==> src/rtl/fpmul_rr_sched.sv <==
// fpmul_rr_sched: round-robin scheduler sharing one fixed-latency FP16 multiplier
// between NREQ requesters. Grants at most one request per cycle, issues it to
// the multiplier one cycle later, tracks the owner ID through a LAT-deep tag
// pipeline and routes the returning product back to that requester.
//
// Ports:
//   clk_i, rst_i         clock (rising edge), synchronous active-high reset
//   req_valid_i          per-requester operand-pair valid
//   req_opA_i/req_opB_i  packed FP16 operands, requester k at [16k+15:16k]
//   req_ready_o          one-hot grant (combinational)
//   mul_valid_o          issue strobe to the shared multiplier
//   mul_opA_o/mul_opB_o  operands to the multiplier (hold last issued value)
//   mul_valid_i          product valid from the multiplier
//   mul_res_i            FP16 product from the multiplier
//   resp_valid_o         response strobe, no backpressure
//   resp_id_o            requester owning the response
//   resp_data_o          FP16 product
//   op_count_o           multiplies issued since reset, wraps
//   err_o                sticky protocol error
module fpmul_rr_sched #(
  parameter int unsigned NREQ = 4,
  parameter int unsigned LAT  = 3,
  parameter int unsigned IDW  = 2
) (
  input  logic                 clk_i,
  input  logic                 rst_i,
  input  logic [NREQ-1:0]      req_valid_i,
  input  logic [16*NREQ-1:0]   req_opA_i,
  input  logic [16*NREQ-1:0]   req_opB_i,
  output logic [NREQ-1:0]      req_ready_o,
  output logic                 mul_valid_o,
  output logic [15:0]          mul_opA_o,
  output logic [15:0]          mul_opB_o,
  input  logic                 mul_valid_i,
  input  logic [15:0]          mul_res_i,
  output logic                 resp_valid_o,
  output logic [IDW-1:0]       resp_id_o,
  output logic [15:0]          resp_data_o,
  output logic [15:0]          op_count_o,
  output logic                 err_o
);

  localparam int unsigned DW = 4;
  localparam logic [DW-1:0] DRAIN_INIT = DW'(LAT + 1);

  logic [IDW-1:0] ptr_q, ptr_d;
  logic [DW-1:0]  drain_q, drain_d;
  logic           mul_valid_q, mul_valid_d;
  logic [15:0]    mul_opA_q, mul_opA_d;
  logic [15:0]    mul_opB_q, mul_opB_d;
  logic [IDW-1:0] iss_id_q, iss_id_d;
  logic           resp_valid_q, resp_valid_d;
  logic [IDW-1:0] resp_id_q, resp_id_d;
  logic [15:0]    resp_data_q, resp_data_d;
  logic [15:0]    op_count_q, op_count_d;
  logic           err_q, err_d;
  logic           tag_v_q  [LAT];
  logic [IDW-1:0] tag_id_q [LAT];

  logic           gnt_vld;
  logic [IDW-1:0] gnt_id;
  logic           arb_en;
  logic           accept;
  logic           chk_en;

  // Grants are blocked in reset and while stale pre-reset products drain.
  assign arb_en = !rst_i && (drain_q == '0);
  assign accept = arb_en && gnt_vld;
  assign chk_en = (drain_q == '0);

  // Round-robin search: first valid requester at or above the pointer, wrapping.
  always_comb begin
    int unsigned idx;
    idx     = 0;
    gnt_vld = 1'b0;
    gnt_id  = '0;
    for (int unsigned i = 0; i < NREQ; i++) begin
      idx = (32'(ptr_q) + i) % NREQ;
      if (!gnt_vld && req_valid_i[IDW'(idx)]) begin
        gnt_vld = 1'b1;
        gnt_id  = IDW'(idx);
      end
    end
  end

  assign req_ready_o = accept ? (NREQ'(1) << gnt_id) : '0;

  // Next-state for pointer, issue, return and status registers.
  always_comb begin
    ptr_d        = ptr_q;
    drain_d      = drain_q;
    mul_valid_d  = 1'b0;
    mul_opA_d    = mul_opA_q;
    mul_opB_d    = mul_opB_q;
    iss_id_d     = iss_id_q;
    resp_valid_d = 1'b0;
    resp_id_d    = resp_id_q;
    resp_data_d  = resp_data_q;
    op_count_d   = op_count_q;
    err_d        = err_q;

    if (drain_q != '0) begin
      drain_d = drain_q - DW'(1);
    end

    if (accept) begin
      ptr_d       = (gnt_id == IDW'(NREQ - 1)) ? '0 : gnt_id + IDW'(1);
      mul_valid_d = 1'b1;
      mul_opA_d   = req_opA_i[16*gnt_id +: 16];
      mul_opB_d   = req_opB_i[16*gnt_id +: 16];
      iss_id_d    = gnt_id;
      op_count_d  = op_count_q + 16'd1;
    end

    // Products are only honoured when a tag is expecting them.
    if (chk_en) begin
      if (mul_valid_i && tag_v_q[LAT-1]) begin
        resp_valid_d = 1'b1;
        resp_id_d    = tag_id_q[LAT-1];
        resp_data_d  = mul_res_i;
      end
      if (mul_valid_i != tag_v_q[LAT-1]) begin
        err_d = 1'b1;
      end
    end
  end

  // State registers and tag pipeline.
  always_ff @(posedge clk_i) begin
    if (rst_i) begin
      ptr_q        <= '0;
      drain_q      <= DRAIN_INIT;
      mul_valid_q  <= 1'b0;
      mul_opA_q    <= '0;
      mul_opB_q    <= '0;
      iss_id_q     <= '0;
      resp_valid_q <= 1'b0;
      resp_id_q    <= '0;
      resp_data_q  <= '0;
      op_count_q   <= '0;
      err_q        <= 1'b0;
      for (int unsigned i = 0; i < LAT; i++) begin
        tag_v_q[i]  <= 1'b0;
        tag_id_q[i] <= '0;
      end
    end else begin
      ptr_q        <= ptr_d;
      drain_q      <= drain_d;
      mul_valid_q  <= mul_valid_d;
      mul_opA_q    <= mul_opA_d;
      mul_opB_q    <= mul_opB_d;
      iss_id_q     <= iss_id_d;
      resp_valid_q <= resp_valid_d;
      resp_id_q    <= resp_id_d;
      resp_data_q  <= resp_data_d;
      op_count_q   <= op_count_d;
      err_q        <= err_d;
      tag_v_q[0]   <= mul_valid_q;
      tag_id_q[0]  <= iss_id_q;
      for (int unsigned i = 1; i < LAT; i++) begin
        tag_v_q[i]  <= tag_v_q[i-1];
        tag_id_q[i] <= tag_id_q[i-1];
      end
    end
  end

  assign mul_valid_o  = mul_valid_q;
  assign mul_opA_o    = mul_opA_q;
  assign mul_opB_o    = mul_opB_q;
  assign resp_valid_o = resp_valid_q;
  assign resp_id_o    = resp_id_q;
  assign resp_data_o  = resp_data_q;
  assign op_count_o   = op_count_q;
  assign err_o        = err_q;

endmodule

==> config.mk <==
export PLATFORM = sky130hd
export DESIGN_NAME = fpmul_rr_sched
export DESIGN_NICKNAME = d
export VERILOG_FILES = /design/src/rtl/fpmul_rr_sched.sv
export SDC_FILE = /design/constraint.sdc
export NUM_CORES = 1
export LEC_CHECK = 0
export CELL_PAD_IN_SITES_DETAIL_PLACEMENT = 0
export CELL_PAD_IN_SITES_GLOBAL_PLACEMENT = 2
export CORE_ASPECT_RATIO = 1.5
export CORE_UTILIZATION = 23
export CTS_CLUSTER_SIZE = 20
export DETAILED_ROUTE_END_ITERATION = 8
export GPL_ROUTABILITY_DRIVEN = 0
export HOLD_SLACK_MARGIN = 0.03
export PLACE_DENSITY_LB_ADDON = 0.05
export SLEW_MARGIN = 20
export SYNTH_ARGS = -nofsm -noshare
export SYNTH_HDL_FRONTEND = slang
export SYNTH_SLANG_ARGS = --single-unit
==> constraint.sdc <==
create_clock -name clk_i -period 4.5 [get_ports clk_i]
set_clock_uncertainty 0.05 [all_clocks]
set_input_delay 1.35 -clock clk_i [delete_from_list [all_inputs] [get_ports clk_i]]
set_output_delay 1.35 -clock clk_i [all_outputs]
set_load 0.05 [all_outputs]
==> metrics.csv, run 1 <==
metric,value,unit
period_needed,4.41,ns
cp_num_buf_inv,2,
comb_power_share,39.5,%
wl_met2,7570,um
clk_pin_slew,0.07,ns
wl_per_cell,16.3,um
fp.coreArea,17400,sq um
slowest_delay,0.52,ns
finalCritPeriodShare,98.1,%
grt_max_degree,51,
dp_hpwl,10700,um
switchingPower,1.06,mW
drt_iter0_drc,198,
maxSlewViolCount,0,
via_count,4235,
clockBufferDepth,2,
power_frac_seq,33.7,%
violations,DRC,
holdCritStartpoint,tag_id_q[2][0],
hold_class,reg2reg,
startpoint_type,input pin,
grt_antenna_before_repair,1,
worstSetupStartpoint,req_valid_i[1],
setup_viol,0,
drive_gt1_share,12.0,%
end_kind,output port,
portBuffers,223,
finalHoldViolCount,0,
fp-row-count,59,
ir_worst_vdd,0.193,mV
cp_max_fo,4,
worst_ep_arrival_time,3.01,ns
worst-setup-path-type,in2out,
drcViolationCount,20,
netlist_instances,471,
synth_cell_types,42,
wl_met3,1170,um
syn-num-nets,626,
routed_wl,14700,um
syn_area,4100,sq um
maxSlewHeadroom,56.7,%
path_cells,clkdlybuf4s50_1 -> nor4_1 -> or3_1 -> or3_1 -> nor2_2 -> buf_12,
top_layer,met4,
grt.total_usage,16.1,%
max_freq,227,MHz
pin_count,224,
status,"finished, violations left",
p_int,1.70,mW
maxCapViolCount,0,
synthFlopType,dfxtp_1,
synth_area_leaders,"dfxtp_1 (42%), mux2_2 (6.0%), a21oi_1 (5.4%)",
critPathSlowestCell,clkdlybuf4s50_1,
layout.nets,843,
grt_pass1_vias,4329,
cts_tree,yes,
synth_most_common_cell,dfxtp_1,
ys_seq_area_share,42.0,%
finalSetupTns,0,ns
leakagePower,2.52,nW
yosysTopAreaCell,dfxtp_1,
r2r_start,drain_q[0],
syn_area_per_cell,8.70,sq um
area_delta_synth_final,68.7,%
grt_pass1_wl,22800,um
start_util,23.5,%
dr.pass1.iters,6,
die_area,18400,sq um
htreeDepth,3,
ys_warn_count,0,
clkLatencyLatePin,0.35,ns
yosys-top-cells-count,"dfxtp_1 (86), nand2_1 (50), a21oi_1 (44)",
place_ws,0.0556,ns
cpLargestDelayFamily,simple AND/OR/NAND/NOR gates,
crit_top_cell,or3_1,
synth_edf_count,0,
die_x,111,um
ys_seq_elements,86,
cts_inserted_buffers,9,
vias_per_cell,4.67,
synth_top_area_share,42.0,%
crit_required,3.10,ns
setup_slack,0.0872,ns
ant_nets,0,
wl_met1,5720,um
grt_setup_unrepaired,no,
cts-root-buf,clkbuf_16,
die_h,166,um
cts_sinks,86,
switching_share,38.2,%
worst_slew_pin_slew,0.649,ns
synthArstFlopShare,0,%
grt-ovfl-total,0,
pwr_density_cell,399,nW/um^2
clkPwrFrac,26.7,%
[flip-flops by register name (all words and copies together), names as in the netlist]
signal and count:
drain_q 4, err_o 1, iss_id_q 2, mul_opA_o 16, mul_opB_o 16, mul_valid_o 1
op_count_o 16, ptr_q 2, resp_data_o 16, resp_id_o 2, resp_valid_o 1, tag_id_q 6
tag_v_q 3
[layout make-up]
cell class / count / area (sq um)
Clock buffer: 9 / 225
Clock inverter: 7 / 60.1
Antenna cell: 1 / 2.50
Fill cell: 1766 / 10500
Inverter: 10 / 37.5
Timing Repair Buffer: 244 / 2410
Multi-Input combinational cell: 337 / 2190
Sequential cell: 86 / 1720
Tap cell: 213 / 267
[cells in the final DEF, fill, tap and decap left out, drive strengths merged, types with 8 or more instances in the layout]
cell type	netlist	final
dfxtp	86	86
o21ai	38	38
a211oi	14	14
and3	8	8
clkbuf	23	9
mux2	22	22
nand2	50	50
clkdlybuf4s50	0	218
a21oi	44	44
buf	15	26
nor2	25	25
a221o	21	21
xnor2	10	10
inv	10	16
nand3	30	30
nor2b	11	11
mux2i	12	12
[routing by layer]
layer / track usage (%) / vias up
met5: 0 / -
met4: 7.04 / 0
met3: 5.07 / 15
met2: 30.2 / 147
met1: 16.4 / 1942
li1: - / 2131
[stage by stage]
stage	instances	cell area, sq um	hold slack [ns]	util, %	power [mW]
final	907	6920	0.387	39.7	2.76
after floorplan	471	4100	0.364	-	1.61
after detailed placement	890	6620	0.373	38.0	2.04
after CTS	906	6900	0.387	39.6	2.80
after global routing	907	6920	0.411	39.7	2.91
after global placement	890	6620	0.369	38.0	2.04
[worst min-delay path, stage by stage, from the launching register on]
cell and delay [ns]:
dfxtp_1 0.30, nand2_1 0.05, a21oi_1 0.05
[path summary, 6_finish.rpt]
kind                    endpoint  cells after the start  slack, ns
hold / removal      resp_id_o[0]                      2       0.39
hold reg to reg     resp_id_o[0]                      2       0.39
setup reg to reg   mul_opA_o[10]                     10       1.98
setup / recovery  req_ready_o[3]                      6       0.09
[cell families (layout without fill, tap and decap cells)]
group,Yosys count,count (layout),synth area share (%)
DFF,86,86,42.0
buffers and inverters,48,270,5.31
muxes,34,34,8.97
other,0,1,0
xor gates and xnor gates,15,15,3.20
AOI/OAI and AO/OA,133,133,21.4
adders and majority gates,4,4,1.22
and+or+nand+nor,151,151,17.9
[power by group through the flow]
stage          registers (mW)  clock network [mW]  logic [mW]
3_5_place_dp            0.945                   0        1.10
2_1_floorplan            1.20                   0       0.409
6_report                0.930               0.738        1.09
4_1_cts                 0.931               0.768        1.10
3_3_place_gp            0.942                   0        1.10
5_1_grt                 0.946               0.792        1.17
[repair_timing]
action / in CTS / in global routing
hold buffers: 0 / 0
setup endpoints to repair: 0 / 3
gates resized for setup: 0 / 3
buffers inserted: 0 / 0
No activity file was read; power rests on OpenSTA's default activity.
==> inputs of run 2 (changes only) <==
- ABC_AREA: default -> 1
- CORE_UTILIZATION: 23 -> 22
==> run 2 against run 1 <==
Effect of this change: the flow now finishes without violations; non-clock buffer count up 2; combinational power grew 100%; fmax increased by 0.74%; core utilization is 3.4 points lower; via count grew 28%; routed wire length up 19%; power grew 45%; synthesized cell count is 59% higher; cell count grew 36%; sequential power up 5.8%; highest routed layer unchanged.
==> metrics.csv, run 2 <==
metric,value,unit,change
status,"finished, final reports clean",,"was finished, violations left"
worst-setup-path-type,in2out,,unchanged
fillers,2282,,was 1766
cts_inserted_buffers,9,,unchanged
comb_power_share,55.5,%,was 39.5%
drive_gt1_share,7.76,%,was 12.0%
synth_cell_types,31,,was 42
mostFrequentLayoutCells,"nand2_1 (238), clkdlybuf4s50_1 (219), nand3_1 (154)",,"was clkdlybuf4s50_1 (218), dfxtp_1 (86), nand2_1 (49)"
wl_per_cell,14.2,um,was 16.3 um
fp.coreArea,21100,sq um,was 17400 sq um
power_frac_seq,24.5,%,was 33.7%
seq_area,1720,sq um,unchanged
via_count,5424,,was 4235
yosysTopAreaCell,dfxtp_1,,unchanged
dr.pass1.iters,4,,was 6
synthArstFlopShare,0,%,unchanged
ys_seq_area_share,36.5,%,was 42.0%
ys_warn_count,0,,unchanged
cp_max_fo,5,,was 4
cts_tree,yes,,unchanged
routed_wl,17600,um,was 14700 um
syn_area,4720,sq um,was 4100 sq um
layout.nets,1117,,was 843
fin_util,36.3,%,was 39.7%
synth_edf_count,0,,unchanged
rrSetupSlack,1.63,ns,was 1.98 ns
slowest_delay,0.48,ns,was 0.52 ns
htreeDepth,3,,unchanged
final_common_cell,nand2_1,,was clkdlybuf4s50_1
grt_pass1_wl,27700,um,was 22800 um
total_power,4.01,mW,was 2.76 mW
finalCritPeriodShare,97.3,%,was 98.1%
period_needed,4.38,ns,was 4.41 ns
synth_most_common_cell,nand2_1,,was dfxtp_1
grt_antenna_before_repair,1,,unchanged
ir_worst_vdd,0.218,mV,was 0.193 mV
ys_seq_elements,86,,unchanged
dp_hpwl,13200,um,was 10700 um
die_area,22100,sq um,was 18400 sq um
setup_viol,0,,unchanged
clkLatencyLatePin,0.35,ns,about the same
multiInputGateArea,2550,sq um,was 2190 sq um
pwr_density_cell,524,nW/um^2,was 399 nW/um^2
synth_top_area_share,36.5,%,was 42.0%
area_delta_synth_final,62.0,%,was 68.7%
drcViolationCount,0,,was 20
grt_pass1_vias,5479,,was 4329
finalSetupTns,0,ns,unchanged
die_x,122,um,was 111 um
fp-row-count,65,,was 59
maxSlewViolCount,0,,unchanged
critPathSlowestCell,clkdlybuf4s50_1,,unchanged
maxSlewHeadroom,46.8,%,was 56.7%
drt_iter0_drc,187,,was 198
switching_share,47.0,%,was 38.2%
finalHoldViolCount,0,,unchanged
synthFlopType,dfxtp_1,,unchanged
hold_class,reg2reg,,unchanged
die_h,181,um,was 166 um
end_kind,output port,,unchanged
cts_sinks,86,,unchanged
synth_area_leaders,"dfxtp_1 (36%), nand2_1 (19%), nand3_1 (17%)",,"was dfxtp_1 (42%), mux2_2 (6.0%), a21oi_1 (5.4%)"
startpoint_type,input pin,,unchanged
leakagePower,3.22,nW,was 2.52 nW
max_freq,228,MHz,was 227 MHz
portBuffers,223,,unchanged
crit_required,3.10,ns,about the same
clockBufferDepth,2,,unchanged
clkPwrFrac,20.0,%,was 26.7%
yosys-top-cells-count,"nand2_1 (245), nand3_1 (156), dfxtp_1 (86)",,"was dfxtp_1 (86), nand2_1 (50), a21oi_1 (44)"
netlist_instances,747,,was 471
start_util,22.4,%,was 23.5%
pin_count,224,,unchanged
path_cells,clkdlybuf4s50_1 -> inv_1 -> nand2_2 -> nand3_1 -> nand2_2 -> inv_1 -> nand3_1 -> nand3_2 -> buf_6 -> nor3_4 -> buf_12,,was clkdlybuf4s50_1 -> nor4_1 -> or3_1 -> or3_1 -> nor2_2 -> buf_12
p_int,2.12,mW,was 1.70 mW
worst_slew_pin_slew,0.795,ns,was 0.649 ns
grt.total_usage,16.3,%,was 16.1%
vias_per_cell,4.39,,was 4.67
maxCapViolCount,0,,unchanged
syn-num-nets,902,,was 626
syn_area_per_cell,6.32,sq um,was 8.70 sq um
switchingPower,1.89,mW,was 1.06 mW
ant_nets,0,,unchanged
grt-ovfl-total,0,,unchanged
whs,0.351,ns,was 0.387 ns
cts-root-buf,clkbuf_16,,unchanged
worst_ep_arrival_time,2.98,ns,was 3.01 ns
grt_max_degree,55,,was 51
clk_pin_slew,0.07,ns,about the same
run 2: cell count changes after synthesis, moves of 13 or more:
cell,previous run,this run
nand3_1,30,156
nor2_1,24,56
mux2_2,22,0
inv_1,9,68
a221o_1,21,0
a21oi_1,44,30
nand2_1,50,245
a211oi_1,14,0
o21ai_0,37,14
clkbuf_1,22,9
run 2: kinds of logic (layout without fill, tap and decap cells):
group	count (synthesis)	after routing	synth area share [%]
AO/OA/AOI/OAI	51	51	6.23
XOR/XNOR	6	6	1.11
adder cells (fa/ha/maj)	4	4	1.06
buffers and inverters	117	337	10.8
flip-flops	86	86	36.5
other	0	1	0
AND/OR/NAND/NOR	483	483	44.3
run 2: layer usage:
metal | vias up | global-route usage [%] | wire, um
li1 | 2809 | - | -
met1 | 2448 | 15.8 | 6510
met2 | 151 | 30.7 | 9410
met3 | 16 | 5.78 | 1330
met4 | 0 | 5.93 | 316
met5 | - | 0 | 0
run 2: cell type report:
| cell class | instances | share of cell area, % |
|---|---|---|
| Multi-Input combinational cell | 544 | 33.3 |
| Timing Repair Buffer | 246 | 32.0 |
| Sequential cell | 86 | 22.5 |
| Tap cell | 268 | 4.38 |
| Inverter | 75 | 3.68 |
| Clock buffer | 10 | 3.12 |
| Clock inverter | 6 | 0.998 |
| Antenna cell | 1 | 0.0327 |
run 2: repair_timing:
action                     in CTS  in global routing
setup endpoints to repair       3                  4
hold buffers                    0                  0
buffers inserted                0                  3
pin swaps                       0                  5
gates resized for setup         3                 14
run 2: worst max-delay path, delay by kind of cell:
kind / cells / cell delay, ns
buf+inv: 5 / 0.93
simple gates: 6 / 0.69
run 2: path summary, 6_finish.rpt:
path             startpoint        endpoint  depth (start not counted)
max          req_valid_i[1]  req_ready_o[1]                         11
min          tag_id_q[0][1]  tag_id_q[1][1]                          2
max reg2reg        ptr_q[0]    mul_opB_o[8]                         13
min reg2reg  tag_id_q[0][1]  tag_id_q[1][1]                          2
run 2: power by group through the flow:
stage	logic [mW]	registers (mW)	clock network, mW
after floorplan	1.18	1.34	0
after global routing	2.47	1.01	0.862
after global placement	2.19	0.998	0
after CTS	2.21	0.984	0.836
final	2.23	0.984	0.800
after detailed placement	2.19	0.999	0
run 2: per-stage QoR:
stage	setup WS, ns	instances	instance area (sq um)
2_1_floorplan	0.0840	747	4720
5_1_grt	-0.0167	1236	7650
3_3_place_gp	-0.00400	1216	7250
4_1_cts	0.0334	1232	7580
3_5_place_dp	-0.0197	1216	7250
6_report	0.120	1236	7650
